`src/rtl/fp16_vector_quant_if.sv`:
```
// Stream bundle for the FP16 -> FP8 vector quantizer: input vector
// handshake with its format select, and the packed output handshake.
interface fp16_vector_quant_if;
  logic        in_valid;
  logic        in_ready;
  logic [63:0] in_vec;
  logic        e5m2mode;
  logic        out_valid;
  logic        out_ready;
  logic [31:0] out_vec;

  modport master (
    output in_valid, in_vec, e5m2mode, out_ready,
    input  in_ready, out_valid, out_vec
  );

  modport slave (
    input  in_valid, in_vec, e5m2mode, out_ready,
    output in_ready, out_valid, out_vec
  );
endinterface

```
`src/rtl/fp16_vector_quant.sv`:
```
// Four-lane FP16 -> FP8 (E4M3 or E5M2) quantizer. Stage 1 converts and
// rounds the accepted vector, stage 2 is the packed output register.
// Saturated and NaN lanes are counted in a sticky 16-bit counter.
module fp16_vector_quant (
  input  logic                      clk,
  input  logic                      rst,
  fp16_vector_quant_if.slave        bus,
  input  logic                      sat_clear,
  output logic [15:0]               sat_count
);

  // Returns {saturated_flag, fp8_code} for one FP16 lane.
  // The value is aligned so the kept significand sits at the target
  // quantum; adding ((biased_exp - 1) << mbits) to the rounded significand
  // yields the encoding, so subnormals and rounding carries need no
  // special cases.
  function automatic logic [8:0] quant_lane(input logic [15:0] h, input logic e5m2);
    logic        sign;
    logic [4:0]  exp_in;
    logic [10:0] sig;
    logic [4:0]  te_eff;
    logic [4:0]  te_m1;
    logic [4:0]  sh;
    logic [26:0] wide;
    logic [10:0] kept;
    logic        guard;
    logic        sticky;
    logic        inc;
    logic [11:0] rounded;
    logic [11:0] enc;
    logic [6:0]  max_code;
    logic [14:0] max_mag;
    logic [7:0]  res;
    logic        is_nan;
    logic        sat;
    sign   = h[15];
    exp_in = (h[14:10] == 5'd0) ? 5'd1 : h[14:10];
    sig    = {(h[14:10] != 5'd0), h[9:0]};
    if (e5m2) begin
      // Same bias as FP16: exponent carries over, keep 2 mantissa bits.
      te_eff   = exp_in;
      sh       = 5'd8;
      max_code = 7'h7B;
      max_mag  = 15'h7B00;
    end else begin
      if (exp_in >= 5'd9) begin
        te_eff = exp_in - 5'd8;
        sh     = 5'd7;
      end else begin
        // Below E4M3 normal range: shift further into the subnormal grid.
        te_eff = 5'd1;
        sh     = 5'd7 + (5'd9 - exp_in);
      end
      max_code = 7'h7E;
      max_mag  = 15'h5F00;
    end
    te_m1   = te_eff - 5'd1;
    wide    = {sig, 16'd0} >> sh;
    kept    = wide[26:16];
    guard   = wide[15];
    sticky  = |wide[14:0];
    inc     = guard & (sticky | kept[0]);
    rounded = {1'b0, kept} + {11'd0, inc};
    if (e5m2) begin
      enc = {5'd0, te_m1, 2'd0} + rounded;
    end else begin
      enc = {4'd0, te_m1, 3'd0} + rounded;
    end
    is_nan = (h[14:10] == 5'd31) && (h[9:0] != 10'd0);
    // Anything strictly above max finite (including Inf/NaN) counts.
    sat    = (h[14:0] > max_mag);
    if (is_nan) begin
      res = e5m2 ? 8'h7E : 8'h7F;
    end else if (enc > {5'd0, max_code}) begin
      res = {sign, max_code};
    end else begin
      res = {sign, enc[6:0]};
    end
    return {sat, res};
  endfunction

  logic        s1_valid_q, s1_valid_d;
  logic [31:0] s1_vec_q,   s1_vec_d;
  logic [2:0]  s1_sat_q,   s1_sat_d;
  logic        s2_valid_q, s2_valid_d;
  logic [31:0] s2_vec_q,   s2_vec_d;
  logic [15:0] sat_count_q, sat_count_d;

  logic        advance_s;
  logic        in_ready_s;
  logic        accept_s;
  logic [8:0]  lane_res_s;
  logic [31:0] conv_vec_s;
  logic [2:0]  conv_sat_s;
  logic [16:0] sat_sum_s;

  // Convert all four incoming lanes with the mode presented alongside them.
  always_comb begin
    lane_res_s = 9'd0;
    conv_vec_s = 32'd0;
    conv_sat_s = 3'd0;
    for (int i = 0; i < 4; i++) begin
      lane_res_s             = quant_lane(bus.in_vec[16*i +: 16], bus.e5m2mode);
      conv_vec_s[8*i +: 8]   = lane_res_s[7:0];
      conv_sat_s             = conv_sat_s + {2'd0, lane_res_s[8]};
    end
  end

  // Elastic handshake, next-state of both stages and the sticky counter.
  always_comb begin
    advance_s  = !s2_valid_q || bus.out_ready;
    in_ready_s = !rst && (!s1_valid_q || advance_s);
    accept_s   = bus.in_valid && in_ready_s;

    s1_valid_d = s1_valid_q;
    s1_vec_d   = s1_vec_q;
    s1_sat_d   = s1_sat_q;
    if (accept_s) begin
      s1_valid_d = 1'b1;
      s1_vec_d   = conv_vec_s;
      s1_sat_d   = conv_sat_s;
    end else if (advance_s) begin
      s1_valid_d = 1'b0;
    end else begin
      s1_valid_d = s1_valid_q;
    end

    s2_valid_d = s2_valid_q;
    s2_vec_d   = s2_vec_q;
    if (advance_s) begin
      s2_valid_d = s1_valid_q;
      if (s1_valid_q) begin
        s2_vec_d = s1_vec_q;
      end else begin
        s2_vec_d = s2_vec_q;
      end
    end else begin
      s2_valid_d = s2_valid_q;
    end

    // Lanes are counted as their vector loads into the output register.
    sat_sum_s = {1'b0, sat_count_q} +
                ((advance_s && s1_valid_q) ? {14'd0, s1_sat_q} : 17'd0);
    if (sat_clear) begin
      sat_count_d = 16'd0;
    end else if (sat_sum_s[16]) begin
      sat_count_d = 16'hFFFF;
    end else begin
      sat_count_d = sat_sum_s[15:0];
    end
  end

  // Pipeline and counter registers with synchronous reset.
  always_ff @(posedge clk) begin
    if (rst) begin
      s1_valid_q  <= 1'b0;
      s1_vec_q    <= 32'd0;
      s1_sat_q    <= 3'd0;
      s2_valid_q  <= 1'b0;
      s2_vec_q    <= 32'd0;
      sat_count_q <= 16'd0;
    end else begin
      s1_valid_q  <= s1_valid_d;
      s1_vec_q    <= s1_vec_d;
      s1_sat_q    <= s1_sat_d;
      s2_valid_q  <= s2_valid_d;
      s2_vec_q    <= s2_vec_d;
      sat_count_q <= sat_count_d;
    end
  end

  assign bus.in_ready  = in_ready_s;
  assign bus.out_valid = s2_valid_q;
  assign bus.out_vec   = s2_vec_q;
  assign sat_count     = sat_count_q;

endmodule
```
`src/flat_wrapper.sv`:
```
// flat-port wrapper written by rule: the top's interface ports become plain ports
module fp16_vector_quant_flat 
  (clk, rst, sat_clear, sat_count, bus_in_valid, bus_in_vec, bus_e5m2mode, bus_out_ready, bus_in_ready, bus_out_valid, bus_out_vec);
  fp16_vector_quant_if bus_i ();
  input  logic clk;
  input  logic rst;
  input  logic sat_clear;
  output logic [15:0] sat_count;
  input wire logic [$bits(bus_i.in_valid)-1:0] bus_in_valid;
  input wire logic [$bits(bus_i.in_vec)-1:0] bus_in_vec;
  input wire logic [$bits(bus_i.e5m2mode)-1:0] bus_e5m2mode;
  input wire logic [$bits(bus_i.out_ready)-1:0] bus_out_ready;
  output wire logic [$bits(bus_i.in_ready)-1:0] bus_in_ready;
  output wire logic [$bits(bus_i.out_valid)-1:0] bus_out_valid;
  output wire logic [$bits(bus_i.out_vec)-1:0] bus_out_vec;
  assign bus_i.in_valid = bus_in_valid;
  assign bus_i.in_vec = bus_in_vec;
  assign bus_i.e5m2mode = bus_e5m2mode;
  assign bus_i.out_ready = bus_out_ready;
  assign bus_in_ready = bus_i.in_ready;
  assign bus_out_valid = bus_i.out_valid;
  assign bus_out_vec = bus_i.out_vec;
  fp16_vector_quant u_core (.clk(clk), .rst(rst), .bus(bus_i), .sat_clear(sat_clear), .sat_count(sat_count));
endmodule
```
`config.mk`:
```
export PLATFORM = sky130hd
export DESIGN_NAME = fp16_vector_quant_flat
export DESIGN_NICKNAME = d
export VERILOG_FILES = /design/src/rtl/fp16_vector_quant_if.sv /design/src/rtl/fp16_vector_quant.sv /design/src/flat_wrapper.sv
export SDC_FILE = /design/constraint.sdc
export NUM_CORES = 1
export LEC_CHECK = 0
export CAP_MARGIN = 0
export CORE_MARGIN = 2
export CORE_UTILIZATION = 40
export DETAILED_ROUTE_END_ITERATION = 8
export GPL_TIMING_DRIVEN = 0
export PLACE_DENSITY = 0.59
export REMOVE_ABC_BUFFERS = 1
export SLEW_MARGIN = 10
export SYNTH_ARGS = -nofsm -noshare
export SYNTH_HDL_FRONTEND = slang
export SYNTH_SLANG_ARGS = --single-unit
export TNS_END_PERCENT = 100
```
`constraint.sdc`:
```
create_clock -name clk -period 10.5 [get_ports clk]
set_clock_uncertainty 0.2 [all_clocks]
set_input_delay 2.1 -clock clk [delete_from_list [all_inputs] [get_ports clk]]
set_output_delay 2.1 -clock clk [all_outputs]
set_load 0.05 [all_outputs]
```
==> impl.org, run 1 <==
** Power
- In this run the static leakage power is around 5.3 nW.
- Dividing total power by cell area gives a power density of a little under 100 mW/mm2.
- Overall power of the completed layout :: 1.38 mW
- Worst IR Drop VDD :: approximately 73 uV

** Setup path
- Counting cells, the worst reg-to-reg path comes to 12.
- The worst register-to-register path begins at u_core.bus.out_valid.
- Data required time of the critical path :: 10,500 ps
- Critical Path End Type :: flip-flop
- The worst setup path is of the in2reg kind.
- Slowest stage cell on the critical path :: sky130_fd_sc_hd__clkdlybuf4s50_1
- Critical-path maximum fanout :: 18
- Critical path data arrival time :: roughly 10,000 ps
- Setup slack on the worst reg-to-reg path comes out at 6440 ps.
- Worst reg2reg endpoint :: u_core.sat_count[0]
- For this run, the slowest stage of the critical path takes 720 ps.
- Element type at the critical path start :: input pin

** Routing
- The highest metal layer carrying signal wires in the routed design is met4.
- Metal3 WL :: between 2000 and 3000 um
- The detailed router finished its first iteration with 1,312 violations.
- Dividing the detail-routed wire length by the instance count gives roughly 18 um.
- Once detail routing completed, the nets flagged for antenna violations numbered 0.
- For this run, the detailed router's first-pass iteration total came to 6.
- Post-route DRC :: 0
- Vias :: between 10,000 and 15,000
- After detailed routing, the number of vias per cell comes to around 6.3.
- After detailed routing, the met2 layer carries around 18,000 um of wire.
- After detailed routing, the total wire length is roughly 41,000 um.
- The detailed router put a total of approximately 19,000 um of wire on met1.

** Floorplan
- The die covers between 0.03 and 0.04 mm2.
- Number of placed I/O pins :: 120
- Total number of placement rows :: 64
- The core region is 0.0307 mm2.
- The die is roughly 180 um wide.
- Die height :: between 150 and 200 um
- Initial cell density of the core :: 40.8%

** Hold path
- In this run the worst hold path is classified as reg2reg.
- Hold Startpoint :: u_core.s1_vec_q[6]
- Along the worst hold path, the cell count comes to 2.
- The path with the worst hold slack has its endpoint at u_core.bus.out_vec[6].

** Final layout
- Of the cells placed in the final design, the portion with a size suffix greater than 1 is between 6 and 7%.
- Nets@finish :: approximately 2,000
- Most frequent cells in the layout :: 208 x sky130_fd_sc_hd__nand2_1, 169 x sky130_fd_sc_hd__a21oi_1, 137 x sky130_fd_sc_hd__nor2_1
- Most common cell after layout, fill and taps aside :: sky130_fd_sc_hd__nand2_1
- Synthesis-to-layout area growth :: 13.4%
- Number of diodes :: 0
- Filler Cells Inserted :: between 3,000 and 4,000
- Excluding fillers, the count of instances in the completed layout stands at around 2,200.
- Layout Cell Area excl Fill :: around 0.014 mm2
- Sequential cell area in the final layout :: around 0.0017 mm2
- The multi-input combinational cells in the finished layout cover a total of approximately 0.010 mm2.

** Global routing
- Wire length of the first global-routing pass :: 66,200 um
- Number of antenna violations at the first check in global routing :: 0
- Vias in the first global route :: 12,810
- The total overflow left after global routing is 0.
- For this run, the total global-route usage over all layers was measured as a little under a quarter.
- Entering global routing, the biggest net connects 103 pins.

** Logic synthesis
- Post-synthesis sequential area ratio :: between 10% and 20%
- The Yosys step of the flow raised 0 warnings.
- Sorting the synthesized cells by area gives the leading types as sky130_fd_sc_hd__dfxtp_1 14%, sky130_fd_sc_hd__ha_1 8.1%, sky130_fd_sc_hd__a21oi_1 6.8%, sky130_fd_sc_hd__nand2_1 6.3%, sky130_fd_sc_hd__nor2_1 4.1%.
- Distinct cell type count after synthesis :: 103
- Counting flops with a built-in enable in the synthesized netlist gives 0.
- The synthesized netlist occupies a cell area of between 0.01 and 0.015 mm2.
- Top_reg_cell synth :: sky130_fd_sc_hd__dfxtp_1
- Number of flip-flops and latches in the synthesized netlist :: 85
- Area share of the leading cell type in the synthesized netlist :: a little over an eighth
- Synthesized area per cell :: 6.94 um2
- Largest area contributor in the netlist :: sky130_fd_sc_hd__dfxtp_1
- In the synthesized netlist the async set-or-reset flop fraction comes to 0%.
- Mapped Cells :: roughly 1,800

** Placement
- OpenSTA, run right after detailed placement, puts the worst setup slack at -999 ps.
- Placed Cells incl. Taps :: roughly 2,200
- Placed wire-length estimate :: 30,300 um
- Placer's final routability congestion estimate :: around 0.93
- Once placement finished, the instance area stood at 0.0138 mm2.
- Buffers on Ports :: 119

** Clock tree
- Clk sink count :: between 80 and 90
- The number of hold buffers added after CTS was 0.
- Clock tree synthesis inserted a total of 9 buffers.
- Root cell of the clock tree :: sky130_fd_sc_hd__clkbuf_16
- TritonCTS clock tree :: done
- Clock Tree Buf Depth :: 2
- At the later pin of the worst-skew pair, clock insertion delay measures around 350 ps.
- Number of H-tree branching levels :: 3
- Post-CTS clock slew at the launch and capture registers of the worst setup and hold paths :: approximately 60 ps

** Timing
- The final hold violation count was 0.
- Number of setup violations in the final report :: 0
- Share of the cycle needed by the critical path after routing :: a little over nine tenths
- RSZ-0062 raised after global routing :: no
- Final period demand of the worst path :: 9990 ps
- At the pin with the least slew margin, the transition time is approximately 1200 ps.
- Total count of max-transition violations in the final report :: 0
- Timing would allow up to 100 MHz.
- Headroom to the max-slew limit came out at 20.9%.
- Setup_tns :: 0 ps
- After layout, the worst setup slack is ~510 ps.

** Run status
- The run finished with clean final reports.

** Run
- Number of max-cap violations :: 0
==> repair_timing <==
action	4_1_cts	5_1_grt
pin swaps	0	2
endpoints found under the hold margin	0	0
setup endpoints to repair	7	17
resized for setup	7	14
cloned	0	1
setup buffers	0	2
==> registers in the layout, indices dropped and copies added (netlist names) <==
name,flops
u_core.s1_valid_q,1
u_core.s1_vec_q,32
u_core.s1_sat_q,3
u_core.bus.out_vec,32
u_core.bus.out_valid,1
u_core.sat_count,16
==> critical path, delay by kind of cell <==
| family | cells | cell delay (ps) |
|---|---|---|
| AND/OR/NAND/NOR | 14 | 3740 |
| AO/OA/AOI/OAI | 10 | 2000 |
| adder cells (fa/ha/maj) | 4 | 1180 |
| buffers and inverters | 3 | 970 |
==> worst max-delay path by stage <==
stage,from,endpoint,cells past startpoint
global placement,bus_e5m2mode,u_core.s1_vec_q[10],24
detailed placement,bus_in_vec[60],u_core.s1_vec_q[28],30
CTS,bus_in_vec[60],u_core.s1_vec_q[28],29
global route,bus_in_vec[59],u_core.s1_vec_q[30],29
finish,bus_in_vec[12],u_core.s1_vec_q[5],31
floorplan,bus_in_vec[62],u_core.s1_vec_q[28],29
==> cell families after synthesis <==
family          count (synthesis)  share of synthesized area [%]
compound gates                589                           32.4
xor+xnor                       72                           5.03
fa+ha+maj                      91                           9.68
buf+inv                       206                           6.48
flops                          85                           13.6
mux                            34                           2.81
simple gates                  729                           30.0
==> power by group <==
group | internal [mW] | switching [mW]
Sequential | 0.344 | 0.0114
Clock | 0.189 | 0.141
Combinational | 0.261 | 0.431
Total | 0.793 | 0.584
==> Yosys cell counts (10+ instances only) <==
library cell and number:
sky130_fd_sc_hd__a211oi_1 22, sky130_fd_sc_hd__a21o_1 32, sky130_fd_sc_hd__a21oi_1 170, sky130_fd_sc_hd__a221oi_1 11, sky130_fd_sc_hd__a31oi_1 29, sky130_fd_sc_hd__and2_1 19
sky130_fd_sc_hd__and3_1 13, sky130_fd_sc_hd__buf_1 13, sky130_fd_sc_hd__buf_2 13, sky130_fd_sc_hd__clkbuf_1 92, sky130_fd_sc_hd__dfxtp_1 85, sky130_fd_sc_hd__fa_1 10
sky130_fd_sc_hd__ha_1 81, sky130_fd_sc_hd__inv_1 81, sky130_fd_sc_hd__mux2_2 10, sky130_fd_sc_hd__mux2i_1 24, sky130_fd_sc_hd__nand2_1 209, sky130_fd_sc_hd__nand2b_1 16
sky130_fd_sc_hd__nand3_1 59, sky130_fd_sc_hd__nand4_1 23, sky130_fd_sc_hd__nor2_1 137, sky130_fd_sc_hd__nor2b_1 32, sky130_fd_sc_hd__nor3_1 61, sky130_fd_sc_hd__nor4_1 42
sky130_fd_sc_hd__nor4b_1 10, sky130_fd_sc_hd__o211a_1 12, sky130_fd_sc_hd__o211ai_1 22, sky130_fd_sc_hd__o21ai_0 98, sky130_fd_sc_hd__o21bai_1 10, sky130_fd_sc_hd__o22ai_1 13
sky130_fd_sc_hd__o31ai_1 19, sky130_fd_sc_hd__or2_2 19, sky130_fd_sc_hd__or3_1 17, sky130_fd_sc_hd__or4_1 20, sky130_fd_sc_hd__xnor2_1 50, sky130_fd_sc_hd__xor2_1 22
==> routing by layer <==
metal / vias up / global-route usage (%)
li1: 6818 / -
met1: 6500 / 34.1
met2: 568 / 38.9
met3: 56 / 2.60
met4: 0 / 5.24
met5: - / 0
==> per-stage QoR <==
| step | utilization, % | hold WS (ps) |
|---|---|---|
| 6_report | 46.2 | 243 |
| 5_1_grt | 46.2 | 265 |
| 3_5_place_dp | 44.9 | 246 |
| 4_1_cts | 46.0 | 244 |
| 3_3_place_gp | 44.6 | 233 |
| 2_1_floorplan | - | 221 |
==> area by class of cell <==
| type | instances | area share [%] |
|---|---|---|
| Timing Repair Buffer | 124 | 8.94 |
| Clock buffer | 10 | 1.61 |
| Multi-Input combinational cell | 1516 | 71.2 |
| Clock inverter | 6 | 0.528 |
| Tap cell | 396 | 3.48 |
| Inverter | 84 | 2.23 |
| Sequential cell | 85 | 12.0 |
Power figures use the tool's default switching activity.
==> inputs of run 2 (changes only) <==
- SKIP_CTS_REPAIR_TIMING: default -> 1
==> run 2 against run 1 <==
  * Count of clock-buffer cells in the layout is the same
  * Register-to-register slack is essentially flat
  * Final area is essentially flat
  * Fmax shrank 0.25%
  * Power is essentially flat
  * First-iteration DRC count grew 8.6%
  * Non-clock buffer count is the same
  * Flip-flop and latch count is the same
  * Critical endpoint unchanged
  * Largest cell class unchanged
  * Largest power group unchanged
  * Highest routed layer unchanged
==> impl.org, run 2 (same netlist as run 1, synthesis figures left out) <==
** Timing
- Total count of max-transition violations in the final report :: 0
- Setup repair after global routing left no endpoint under its margin.
- In the finished design, the share of the clock period the worst path needs comes to between 90% and 100%.
- The final hold violation count is 0.
- Setup violations remaining at the end of the flow were counted as 0.
- Slew Limit Headroom :: around a fifth
- Across all setup checks in the final design, the least slack found is slightly below 500 ps.
- Highest Clock Rate :: 99.8 MHz
- Setup_tns :: 0 ps
- Across all hold checks on the routed design, the worst slack comes to about 240 ps.
- Final period demand of the worst path :: approximately 10,000 ps
- Worst slew pin tran :: 1170 ps

** Run status
- The run finished with clean final reports.

** Clock tree
- Total CTS buffers :: 9
- Number of H-tree branching levels :: 3
- TritonCTS clock tree :: done
- Clock latency on the worst-skew pair, taken at its later pin, is roughly 350 ps.
- Clock Tree Buf Depth :: 2
- Clk sink count :: 85
- CTS placed an instance of sky130_fd_sc_hd__clkbuf_16 at the clock tree root.
- After clock tree synthesis, the clock-pin slew on the worst setup and hold paths is approximately 60 ps.

** Setup path
- Critical Path End Type :: flip-flop
- For the worst setup path, the data required time is roughly 11,000 ps.
- Critical-path maximum fanout :: 18
- The worst register-to-register path has a setup slack of approximately 6400 ps.
- Element type at the critical path start :: input pin
- Largest incremental delay on the critical path :: 720 ps
- Data arrives at the worst endpoint at roughly 10,000 ps.
- Slowest stage cell on the critical path :: sky130_fd_sc_hd__clkdlybuf4s50_1
- The startpoint identified for the worst register-to-register timing path is u_core.bus.out_valid.
- Worst reg2reg endpoint :: u_core.sat_count[0]
- The critical path in this run is classified as in2reg.
- Counting cells, the worst reg-to-reg path comes to 12.

** Final layout
- Cells fill a little under half of the core in the end.
- Share of layout cells above drive strength 1 :: about 6.0%
- Number of diodes :: 0
- At the end of the flow, the number of nets in the layout was ~2,000.
- Most frequent cells in the layout :: 208 x sky130_fd_sc_hd__nand2_1, 169 x sky130_fd_sc_hd__a21oi_1, 137 x sky130_fd_sc_hd__nor2_1
- The library cell used most frequently in the layout, excluding fill and tap cells, is sky130_fd_sc_hd__nand2_1.
- The area growth from synthesis to layout is 13.5%.

** Global routing
- Met3 Resource Use GR :: ~2.6%
- Vias in the first global route :: approximately 13,000
- The number of antenna violations at the first check in global routing is 0.
- Entering global routing, the biggest net connects a little over 100 pins.
- Overflow left after global routing :: 0
- The layer flagged by global routing as most heavily used is met2.
- Wire length of the first global-routing pass :: roughly 66,000 um
- Met1 global-route usage :: about a third
- Global Route met2 Usage :: about 40%
- Global routing used about a quarter of the available tracks.

** Floorplan
- The die covers 0.0328 mm2.
- In this run the standard cell core region covers approximately 0.031 mm2.
- Die height :: 181 um
- In this run the horizontal extent of the chip is 181 um.
- Number of placed I/O pins :: 120
- The initial utilization of the core area, before any placement, comes to between 40% and 50%.
- After floorplanning, the core was divided into 64 placement rows.

** Hold path
- The path with the worst hold slack has its endpoint at u_core.bus.out_vec[6].
- The min-delay analysis places its worst path in the category reg2reg.
- Hold Startpoint :: u_core.s1_vec_q[6]
- The worst hold path was traced through 2 stages.

** Routing
- Antenna-violating nets left :: 0
- The final route contains around 14,000 vias.
- 1st-iter DRT viols :: around 1,400
- Per-cell via count in the routed design :: 6.29
- After detailed routing, the average wire length per cell comes to 18.3 um.
- In the routed design, unresolved DRC markers number 0.
- Wires add up to 40,800 um.
- The first TritonRoute pass finished after 5 iterations.

** Placement
- Placed wire-length estimate :: 30,300 um
- Before CTS, the worst setup slack after placement is -999 ps.
- Placer's final routability congestion estimate :: 0.934
- Port buffering added roughly 120 buffers.

** Power
- The worst-case IR drop observed on VDD is 73.2 uV.
- The design draws 1.38 mW.
- The internal power of the cells totals between 0.7 and 0.8 mW.
- Static Leakage :: 5.30 nW
- Combinational logic is responsible for 50.3% of the overall power.
- Net switching is 42.4% of the power.
- Flop pwr share :: between 20% and 30%
- Clock share of power :: between 20% and 30%
- The analysis attributes to net switching a power of a little under 0.6 mW.
- For this design the ratio of total power to cell area is between 90 and 100 mW/mm2.

** Run
- Number of max-cap violations :: 0
[run 2: cell count changes in the layout (fill, tap and decap cells not counted), sizes merged]
cell,before,now
clkbuf,11,10
dlygate4sd2,1,0
dlymetal6s2s,3,5
[run 2: per-layer routing]
metal | wire length (um) | up-vias
li1 | - | 6831
met5 | 0 | -
met1 | 19100 | 6502
met4 | 710 | 0
met3 | 2750 | 65
met2 | 18200 | 569
[run 2: final cells by class]
cell class,count,area [um2]
fill,3182,16500
multi-input combinational,1516,10100
sequential,85,1700
timing repair buffer,124,1280
tap,396,495
inverter,84,318
clock buffer,10,229
clock inverter,6,75.1
[run 2: power by group through the flow]
stage / Clock [mW] / Combinational [mW] / Sequential, mW
finish: 0.330 / 0.692 / 0.355
global route: 0.352 / 0.767 / 0.358
CTS: 0.337 / 0.680 / 0.355
detailed placement: 0 / 0.676 / 0.362
global placement: 0 / 0.673 / 0.362
floorplan: 0 / 0.448 / 0.379
[run 2: worst max path at each step]
stage | from | to | slack, ps | cells after the start
finish | bus_in_vec[12] | u_core.s1_vec_q[5] | 480 | 31
global route | bus_in_vec[59] | u_core.s1_vec_q[30] | 30 | 29
CTS | bus_in_vec[60] | u_core.s1_vec_q[28] | -640 | 30
detailed placement | bus_in_vec[60] | u_core.s1_vec_q[28] | -1000 | 30
global placement | bus_e5m2mode | u_core.s1_vec_q[10] | -6110 | 24
floorplan | bus_in_vec[62] | u_core.s1_vec_q[28] | 1460 | 29
[run 2: worst max-delay path, delay by kind of cell]
family                   cells  cell delay, ps
AND/OR/NAND/NOR             14            3740
AO/OA/AOI/OAI               10            2000
adder cells (fa/ha/maj)      4            1180
buffers and inverters        3             970
[run 2: metrics by stage]
step                      instances  cell area [um2]
after floorplan                1684            12000
after global placement         2199            13700
after detailed placement       2202            13800
after CTS                      2218            14100
after global routing           2221            14200
final                          2221            14200
==> inputs of run 3 (changes only) <==
- CORE_UTILIZATION: 40 -> 60
- PLACE_DENSITY: 0.59 -> 0.83
- SKIP_CTS_REPAIR_TIMING: 1 -> default
==> run 3 against run 2 <==
  * Highest routed layer unchanged
  * Power down 0.98%
  * Flip-flop and latch count stayed put
  * Critical path depth is 2 lower
  * Cell count fell by 5.4%
  * Sequential share of layout area rose by 0.12 points
  * Largest power group unchanged
  * Worst setup slack got worse by 44 ps
==> impl.org, run 3 (same netlist as run 1, synthesis figures left out) <==
** Run status
- The flow ran to the end, and the final reports show no timing, DRC or antenna violations.

** Final layout
- At the end of the flow, the number of nets in the layout was around 2,000.
- Filler Cells Inserted :: 1,793
- For this run, the share of the core covered by cells in the final layout is 69.2%.
- For this run, the number of standard cells in the final layout without fillers is around 2,100.
- Cells with a size suffix above 1 make up ~6.2% of the layout.
- Number of diodes :: 0
- The finished cells cover 0.0141 mm2.
- Most frequent cells in the layout :: 208 x sky130_fd_sc_hd__nand2_1, 169 x sky130_fd_sc_hd__a21oi_1, 137 x sky130_fd_sc_hd__nor2_1
- Synthesis-to-layout area growth :: 12.4%
- Most common cell after layout, fill and taps aside :: sky130_fd_sc_hd__nand2_1

** Timing
- Hold Violations, Final :: 0
- Timing would allow up to between 90 and 100 MHz.
- The worst pin sits at a relative slew slack of a little under a quarter.
- Setup slack closes at 437 ps.
- The smallest clock period supported by the final layout is computed as slightly above 10,000 ps.
- For the pin with the worst max-slew slack, the measured transition is around 1100 ps.
- The tightest hold path in the finished design has a slack of between 200 and 300 ps.
- Setup_tns :: 0 ps
- Total count of max-transition violations in the final report :: 0
- Share of the cycle needed by the critical path after routing :: a little over nine tenths
- Setup violations remaining at the end of the flow were counted as 0.

** Setup path
- By startpoint and endpoint, the worst setup path is classified as in2reg.
- The worst setup path is captured at a flip-flop.
- Critical path data arrival time :: ~10,000 ps
- The largest single stage delay on the critical path is ~750 ps.
- At the worst endpoint, the required time is about 11,000 ps.
- Of all nets on the critical path, the largest fanout is 18.
- Among all stages on the critical path, the largest delay is contributed by sky130_fd_sc_hd__or4_1.
- The worst setup path is launched from an input pin.

** Routing
- For this run, the detailed router's first-pass iteration total came to 6.
- Antenna-violating nets left :: 0
- Detailed routing inserted a total of between 10,000 and 15,000 vias.
- Dividing the detail-routed wire length by the instance count gives slightly below 20 um.
- For this block, the routed nets add up to around 40,000 um of wire.
- Post-route DRC :: 0
- Per-cell via count in the routed design :: 6.84
- 1st-iter DRT viols :: approximately 1,500

** Floorplan
- Standard cell core area :: between 0.02 and 0.025 mm2
- The die is approximately 150 um tall.
- Number of placed I/O pins :: 120
- Initial cell density of the core :: approximately 62%
- The floorplan step defined a die boundary enclosing 0.0221 mm2.
- In this run the horizontal extent of the chip is 149 um.
- In this run the core area contains 52 standard-cell rows.

** Global routing
- Global routing consumed, on the met2 layer, 58.3% of the routing resources.
- Largest net degree at the start of global routing :: between 100 and 150
- The number of antenna violations at the first check in global routing is 0.
- Highest-utilization routing layer at the global route stage :: met2
- For this run the aggregate overflow at the end of global routing stands at 0.
- Global routing consumed, on the met1 layer, 48.4% of the routing resources.
- Wire length of the first global-routing pass :: ~66,000 um
- Overall fraction of global-route tracks in use :: between 30 and 40%
- Met3 Resource Use GR :: between 4 and 5%
- The via count of the first global-routing pass was ~13,000.

** Clock tree
- Root cell of the clock tree :: sky130_fd_sc_hd__clkbuf_16
- Total CTS buffers :: 9
- Clock Tree Buf Depth :: 2
- Number of H-tree branching levels :: 3
- Worst-Skew Late Latency :: 350 ps
- Clock tree synthesis found a total of between 80 and 90 sinks.
- Hold repair after CTS inserted 0 buffers.
- Post-CTS clock slew at the launch and capture registers of the worst setup and hold paths :: 70 ps
- TritonCTS clock tree :: done

** Power
- Overall power of the completed layout :: ~1.4 mW
- Static Leakage :: roughly 5.3 nW
- PD cells :: a little under 100 mW/mm2
- Across the VDD grid, the largest voltage drop is 82.8 uV.

** Placement
- The placed instances occupy a cell area of between 0.01 and 0.015 mm2.
- Placed wire-length estimate :: a little under 30,000 um
- Buffers placed on the I/O ports in this run total 119.
- Placed Cells incl. Taps :: about 2,100
- Routability-driven placement finished with a final weighted congestion of ~0.97.
- Post-Place Worst Slack :: -755 ps

** Run
- Number of max-cap violations :: 0

** Hold path
- The min-delay analysis places its worst path in the category reg2reg.
-- run 3: area by class of cell --
type	count	area, um2	share of cell area, %
multi-input combinational	1516	10100	71.8
sequential	85	1700	12.1
timing repair buffer	130	1330	9.42
tap	270	338	2.40
inverter	84	318	2.26
clock buffer	10	229	1.62
clock inverter	6	53.8	0.382
-- run 3: report_power, final --
group / internal, mW / switching (mW)
sequential: 0.344 / 0.0119
clock: 0.165 / 0.141
combinational: 0.265 / 0.438
-- run 3: path summary, 6_finish.rpt --
kind	from	end	slack, ps	depth (start not counted)
worst max register to register	u_core.bus.out_valid	u_core.sat_count[1]	6490	12
worst min-delay path	u_core.bus.out_vec[6]	u_core.bus.out_vec[6]	250	2
worst min register to register	u_core.bus.out_vec[6]	u_core.bus.out_vec[6]	250	2
worst max-delay path	bus_in_vec[59]	u_core.s1_vec_q[24]	440	29
-- run 3: repair_timing --
| item | in CTS | in global routing |
|---|---|---|
| gates resized for setup | 4 | 15 |
| buffers inserted | 0 | 8 |
| gates cloned | 1 | 0 |
| endpoints found under the setup margin | 7 | 14 |
| pin swaps | 1 | 2 |
-- run 3: critical path, delay by kind of cell --
family / cells / cell delay, ps
fa+ha+maj: 3 / 830
buf+inv: 2 / 710
simple gates: 10 / 3870
mux: 2 / 430
compound gates: 12 / 2160
-- run 3: routing by layer --
layer	share of wire, %	up-vias
met4	3.0	0
met1	42	6637
met5	0	-
met3	9.2	110
met2	46	808
li1	-	6809
